### config.mk
export PLATFORM = sky130hd
export DESIGN_NAME = unidade_controle_treino
export DESIGN_NICKNAME = d
export VERILOG_FILES = /design/src/rtl/unidade_controle_treino.sv
export SDC_FILE = /design/constraint.sdc
export NUM_CORES = 1
export LEC_CHECK = 0
export CAP_MARGIN = 15
export CORE_AREA = 2 2 41 43
export CTS_BUF_LIST = sky130_fd_sc_hd__clkbuf_4
export CTS_CLUSTER_DIAMETER = 60
export DETAILED_ROUTE_END_ITERATION = 10
export DIE_AREA = 0 0 43 45
export GPL_TIMING_DRIVEN = 0
export MAX_ROUTING_LAYER = met4
export PLACE_DENSITY = 0.84
export SYNTH_ARGS = -nofsm -noshare
export SYNTH_HDL_FRONTEND = slang
export SYNTH_SLANG_ARGS = --single-unit
### constraint.sdc
create_clock -name clock -period 4.2 [get_ports clock]
set_input_delay 0.84 -clock clock [delete_from_list [all_inputs] [get_ports clock]]
set_output_delay 0.84 -clock clock [all_outputs]
set_load 0.01 [all_outputs]
### src/rtl/unidade_controle_treino.sv
// Moore control unit sequencing the FPGAudio piano training datapath.
// Optional rhythm check enabled by defining TEMPO_CHECK_EN.
module unidade_controle_treino (
  input  logic       clock,
  input  logic       reset,
  input  logic       iniciar,
  input  logic       bpm_sel,
  input  logic       nota_feita,
  input  logic       nota_correta,
  input  logic       tempo_correto,
  input  logic       fimTF,
  input  logic       fimTempo,
  input  logic       enderecoIgualRodada,
  input  logic       fimCR,
  output logic       zeraR,
  output logic       registraR,
  output logic       zeraC,
  output logic       contaC,
  output logic       zeraCR,
  output logic       contaCR,
  output logic       zeraTempo,
  output logic       contaTempo,
  output logic       zeraTF,
  output logic       contaTF,
  output logic       zeraMetro,
  output logic       contaMetro,
  output logic       leds_mem,
  output logic       ativa_leds,
  output logic       toca,
  output logic       gravaM,
  output logic       metro_120BPM,
  output logic       pronto,
  output logic       acertou,
  output logic       errou,
  output logic       timeout,
  output logic [3:0] db_estado
);

  typedef enum logic [3:0] {
    StInicial       = 4'h0,
    StPreparacao    = 4'h1,
    StIniciaRodada  = 4'h2,
    StMostra        = 4'h3,
    StProximaMostra = 4'h4,
    StPreparaJogada = 4'h5,
    StEspera        = 4'h6,
    StRegistra      = 4'h7,
    StFeedback      = 4'h8,
    StCompara       = 4'h9,
    StProximaJogada = 4'hA,
    StProximaRodada = 4'hB,
    StFimAcerto     = 4'hC,
    StFimErro       = 4'hD,
    StFimTimeout    = 4'hE,
    StInvalido      = 4'hF
  } estado_e;

  estado_e estado_q, estado_d;
  logic    metro_q, metro_d;
  logic    ok;

`ifdef TEMPO_CHECK_EN
  assign ok = nota_correta & tempo_correto;
`else
  assign ok = nota_correta;
  logic unused_tempo_correto;
  assign unused_tempo_correto = tempo_correto;
`endif

  always_ff @(posedge clock or negedge reset) begin
    if (!reset) begin
      estado_q <= StInicial;
      metro_q  <= 1'b0;
    end else begin
      estado_q <= estado_d;
      metro_q  <= metro_d;
    end
  end

  always_comb begin
    estado_d = estado_q;
    metro_d  = metro_q;
    case (estado_q)
      StInicial:       if (iniciar) estado_d = StPreparacao;
      StPreparacao: begin
        metro_d  = bpm_sel;
        estado_d = StIniciaRodada;
      end
      StIniciaRodada:  estado_d = StMostra;
      StMostra: begin
        if (fimTF) estado_d = enderecoIgualRodada ? StPreparaJogada : StProximaMostra;
      end
      StProximaMostra: estado_d = StMostra;
      StPreparaJogada: estado_d = StEspera;
      StEspera: begin
        // A press beats a simultaneous timeout.
        if (nota_feita)    estado_d = StRegistra;
        else if (fimTempo) estado_d = StFimTimeout;
      end
      StRegistra:      estado_d = StFeedback;
      StFeedback:      if (fimTF && !nota_feita) estado_d = StCompara;
      StCompara: begin
        if (!ok)                             estado_d = StFimErro;
        else if (enderecoIgualRodada && fimCR) estado_d = StFimAcerto;
        else if (enderecoIgualRodada)        estado_d = StProximaRodada;
        else                                 estado_d = StProximaJogada;
      end
      StProximaJogada: estado_d = StEspera;
      StProximaRodada: estado_d = StIniciaRodada;
      StFimAcerto, StFimErro, StFimTimeout: if (iniciar) estado_d = StPreparacao;
      default:         estado_d = StInicial;
    endcase
  end

  // Moore outputs: decoded from the state register only.
  always_comb begin
    zeraR      = 1'b0;
    registraR  = 1'b0;
    zeraC      = 1'b0;
    contaC     = 1'b0;
    zeraCR     = 1'b0;
    contaCR    = 1'b0;
    zeraTempo  = 1'b0;
    contaTempo = 1'b0;
    zeraTF     = 1'b0;
    contaTF    = 1'b0;
    zeraMetro  = 1'b0;
    contaMetro = 1'b0;
    leds_mem   = 1'b0;
    ativa_leds = 1'b0;
    toca       = 1'b0;
    pronto     = 1'b0;
    acertou    = 1'b0;
    errou      = 1'b0;
    timeout    = 1'b0;
    case (estado_q)
      StPreparacao: begin
        zeraCR    = 1'b1;
        zeraC     = 1'b1;
        zeraR     = 1'b1;
        zeraTF    = 1'b1;
        zeraTempo = 1'b1;
        zeraMetro = 1'b1;
      end
      StIniciaRodada: begin
        zeraC  = 1'b1;
        zeraTF = 1'b1;
      end
      StMostra: begin
        leds_mem   = 1'b1;
        ativa_leds = 1'b1;
        toca       = 1'b1;
        contaTF    = 1'b1;
      end
      StProximaMostra: begin
        contaC = 1'b1;
        zeraTF = 1'b1;
      end
      StPreparaJogada: begin
        zeraC     = 1'b1;
        zeraR     = 1'b1;
        zeraTF    = 1'b1;
        zeraTempo = 1'b1;
        zeraMetro = 1'b1;
      end
      StEspera: begin
        registraR  = 1'b1;
        contaTempo = 1'b1;
        contaMetro = 1'b1;
      end
      StRegistra: begin
        registraR  = 1'b1;
        contaMetro = 1'b1;
      end
      StFeedback: begin
        ativa_leds = 1'b1;
        toca       = 1'b1;
        contaTF    = 1'b1;
      end
      StProximaJogada: begin
        contaC    = 1'b1;
        zeraTF    = 1'b1;
        zeraTempo = 1'b1;
        zeraMetro = 1'b1;
      end
      StProximaRodada: contaCR = 1'b1;
      StFimAcerto: begin
        pronto  = 1'b1;
        acertou = 1'b1;
      end
      StFimErro: begin
        pronto = 1'b1;
        errou  = 1'b1;
      end
      StFimTimeout: begin
        pronto  = 1'b1;
        timeout = 1'b1;
      end
      default: ;
    endcase
  end

  assign gravaM       = 1'b0;
  assign metro_120BPM = metro_q;
  assign db_estado    = estado_q;

endmodule

# [Word level (Yosys, flattened, before mapping)]
# Cells that the tools add are included.
[totals] ff_bits=5 latchBits=0 ramBits=0 mem_bits_ro=0 inputBits=11 out_inout_bits=25 elab_cells=62 mem_count=0
[op_classes] n_addsub=0 mul=0 div=0 magnitude_cmp=0 eq_ne=18 shifts=0 n_mux=25 n_bitwise=0 n_reduce_logical=17
[ops] operator="$pmux W4 S9" n=1
[ops] operator="$eq A4 B4 Y1 const B" n=7
[ops] operator="$mux W4" n=5
[ops] operator="$mux W1" n=17
[ops] operator="$eq A4 B3 Y1 const B" n=4
[ops] operator="$reduce_or A2 Y1" n=7
[ops] operator="$reduce_or A3 Y1" n=3
[ops] operator="$eq A4 B2 Y1 const B" n=2
[ops] operator="$mux W3" n=2
[ops] operator="$reduce_or A5 Y1" n=1
[ops] operator="$eq A4 B1 Y1 const B" n=1
[ops] operator="$logic_not A4 Y1" n=1
[ops] operator="$ne A2 B2 Y1 const B" n=2
[ops] operator="$reduce_and A4 Y1" n=1
[ops] operator="$reduce_or A4 Y1" n=1
[ops] operator="$ne A3 B3 Y1 const B" n=1
[ops] operator="$logic_and A1 B1 Y1" n=2
[ops] operator="$ne A2 B1 Y1 const B" n=1
[ops] operator="$logic_not A1 Y1" n=1

# [Longest topological paths before layout]
[depth] ltp_word=4 mapped_depth=6 depth_no_buf=5

# [Worst setup path before layout]
# Ideal clock, no wire load.
[synth_timing] path_kind="register to output" startpoint="register estado_q[3], in the netlist db_estado[3]" endpoint="output port contaTF" arrival_time_ps=1578 path_slack_ps=1782 stages_incl_launch_ff=6 path_buffers=3 cell_sequence="dfrtp_1 clkbuf_1 buf_2 or2_2 a21oi_1 buf_4"
[synth_via] elab_chain_len=3 elab_cells_between_ends=4 cone_classes="2 x eq/ne; 1 x mux; 1 x reduce/logical"
[synth_rtl] element="from (decl)" line_no="58" text="estado_e estado_q, estado_d;"
[synth_rtl] element="from (signal assigned)" line_no="72" text="estado_q <= StInicial;"
[synth_rtl] element="from (signal assigned)" line_no="75" text="estado_q <= estado_d;"
[synth_rtl] element="$eq A4 B4 Y1 or $eq A4 B2 Y1 (tied branches)"
[synth_rtl] element="$reduce_or A2 Y1 (no line) (*)"
[synth_rtl] element="$mux W1 (*)"
[synth_rtl] element="to (decl)" line_no="24" text="output logic contaTF,"
# Every way passes the cells marked *; elsewhere a longest branch is shown, timed or not.

# [Worst setup path in the final report]
[layout_timing] startpoint="register estado_q[3], in the netlist db_estado[3]" endpoint="output port contaTF"
[layout_via] elab_chain_len=3 elab_cells_between_ends=4 cone_classes="2 x eq/ne; 1 x mux; 1 x reduce/logical"
[layout_rtl] element="$eq A4 B4 Y1 or $eq A4 B2 Y1 (tied branches)" line_no="136" text="case (estado_q)"
[layout_rtl] element="$reduce_or A2 Y1 (no line) (*)"
[layout_rtl] element="$mux W1 (*)" line_no="136"
# Marks and branches as above.

==> results.md <==
- Status: complete, no violations
- GR Util All Layers: 19.03%
- CP Max Fanout: 10
- Rows: 14
- Clk network pwr share: 8.0%
- Number of I/O port buffers: 33
- Combinational power share: 79.5%
- Critical Path, Cell by Cell: clkbuf_1, buf_2, or2_2, a21oi_1, buf_4, clkdlybuf4s50_1
- Number of global-route vias before repair: 589
- Synth Instances: 80
- Final wirelength: 1658 um
- Register area share after synthesis: 22.12%
- Mapped cell area: 565.5 um^2
- Final hold violation count: 0
- EDFF count, synth: 0
- Met3 Use GR: 4.800%
- RSZ-0062 raised after global routing: false
- Period utilization: 76.51%
- Most common cell in the netlist: nor2_1
- Postcts setup bufs: 0
- Slowest stage cell, crit path: clkdlybuf4s50_1
- Max Buffers Root-to-Sink: 2
- Finish-stage setup viols: 0
- Hold buffer count at cts: 0
- First-pass GRT wire length: 2642 um
- Yosys top cell area share: 22.12%
- Worst skew pair latency: 250 ps
- Die Area: 1935 um^2
- List of most frequent post-synthesis cells: 11 x nor2_1, 9 x nand2_1, 8 x a21oi_1
- Tmin final: 3213 ps
- Sequential share of power: 12.5%
- H-tree depth: 1
- Yosys warns: 0
- Syn_nets: 91
- CP bufs+invs: 4
- Multi-input logic area: 361.6 um^2
- Synthesized flop and latch total: 5
- Met1 usage: 22.17%
- Post-route DRC: 0
- Internal power: 455.9 uW
- Register area: 125.1 um^2
- Largest net degree at the start of global routing: 11
- Clk sink count: 5
- M2 GR Usage: 31.82%
- Worst Path Arrival: 2370 ps
- Data required time of the worst path: 3360 ps
- P_sw: 344.0 uW
- Width of the die: 43 um
- Worst Setup End Kind: primary output
- Share of cells above drive strength 1: 17.09%
- Pre-antenna DRT Iters: 4
- Starting DRT DRC Count: 21
- Die height: 45 um
- Final-stage net count: 129
- Most Used Layer, Global Route: met2
- Post-cts sizing count: 0
- Setup TNS: 0 ps
- Antenna Nets Post-Route: 0
- CTS Buf Count: 3
- Clock root cell: clkbuf_4
- Count of unique library cells instantiated by Yosys: 31
- Initial core utilization: 38.44%
- Top FF cell, synth: dfrtp_1
- GP Congestion: 0.9073
- P per Cell Area: 845.6 nW/um^2
- Antenna fix cells: 0
- LEAKAGE: 0.0003885 uW
- Vias: 718
- Vias per cell: 5.398
- F_max: 0.3112 GHz
- VDD IR max: 0.0004508 V
- Post-synth ARST share: 100.0%
- Worst hold margin: 520.4 ps
- Top cells by area, synth: dfrtp_1 22%, buf_4 8.0%, nor2_1 7.3%
- DPL Wire Length: 1331 um
- Area grow syn2layout: 67.26%
- I/O pin cnt: 36
- Synth area leader: dfrtp_1
- Post-DR wirelength/cell: 12.47 um
- Critical path class: reg2out
- Avg Cell Area, Syn: 7.069 um^2
- Switching Fraction: 43.01%
- GRT Residual Overflow: 0
- Worst-path clk slew: 50 ps
- Area of the core: 1471 um^2
- Worst Skew: 10.82 ps
- Filler cell count: 131
- CP top delay family: buffers and inverters
- Max Cap Viol: 0
- CTS tree: done
- Slew Viols, Final: 0
- HP Class: reg2reg
- Slowest Stage Delay on Critical Path: 520 ps
- Number of antenna violations at the first check in global routing: 0
- Critical Path Source Type: flop
through the flow:
stage	power, uW	cell area, um^2	cells	util (%)	setup WS [ps]
floorplan	462.7	565.5	80	-	1782
global placement	722.8	915.9	129	62.24	1306
detailed placement	734.3	915.9	129	62.24	1282
CTS	799.9	945.9	133	64.29	1003
global route	858.5	945.9	133	64.29	850.2
finish	799.9	945.9	133	64.29	986.6
power groups by stage:
stage          registers, uW  logic (uW)  clock network (uW)
2_1_floorplan            106         356                   0
3_3_place_gp            98.5         624                   0
3_5_place_dp            99.8         635                   0
4_1_cts                 99.1         636                65.1
5_1_grt                  104         684                71.1
6_report                 100         636                63.9
state kept, by name, summed over array words and instances (netlist names):
name	count
db_estado	4
metro_120BPM	1
cells by family (layout without fill, tap and decap cells):
logic type / count (synthesis) / after routing / synth area share, %
AOI/OAI and AO/OA: 23 / 23 / 28.76
muxes: 3 / 3 / 6.636
other: 1 / 1 / 0.6631
buffers and inverters: 14 / 51 / 13.94
DFF: 5 / 5 / 22.12
and+or+nand+nor: 34 / 34 / 27.88
cells in the final DEF (no fill, tap or decap), types with 2 or more instances in the layout:
cell and count:
a211oi_1 2, a21oi_1 8, buf_2 3, buf_4 6, clkbuf_1 2, clkbuf_4 4
clkdlybuf4s50_1 33, dfrtp_1 5, inv_1 3, mux2_2 2, nand2_1 9, nand2b_1 4
nor2_1 11, nor3_1 3, nor4_1 2, o22ai_1 3
layer usage:
layer  wire (um)  up-vias
met5           0        -
met4          34        0
met3         115        6
met2         796       31
met1         711      329
li1            -      352
worst reg2reg max path, delay by kind of cell (launching register included):
kind,cells,cell delay [ps]
muxes,1,320
DFF,1,460
AOI/OAI and AO/OA,2,250
and+or+nand+nor,2,550
final timing paths:
path | depth (start not counted) | slack (ps) | to | start
max | 6 | 990 | contaTF | db_estado[3]
min | 1 | 520 | metro_120BPM | metro_120BPM
max reg2reg | 5 | 2510 | db_estado[0] | db_estado[0]
min reg2reg | 1 | 520 | metro_120BPM | metro_120BPM
max in group asynchronous | 1 | 3200 | db_estado[1] | reset
min in group asynchronous | 1 | 800 | metro_120BPM | reset
cell type report:
| cell class | instances | share of cell area, % |
|---|---|---|
| Timing Repair Buffer | 33 | 34.92 |
| Multi-Input combinational cell | 61 | 38.23 |
| Inverter | 3 | 1.190 |
| Buffer | 11 | 7.143 |
| Clock buffer | 4 | 3.175 |
| Sequential cell | 5 | 13.23 |
| Tap cell | 16 | 2.116 |
(Power assumes the default switching activity.)
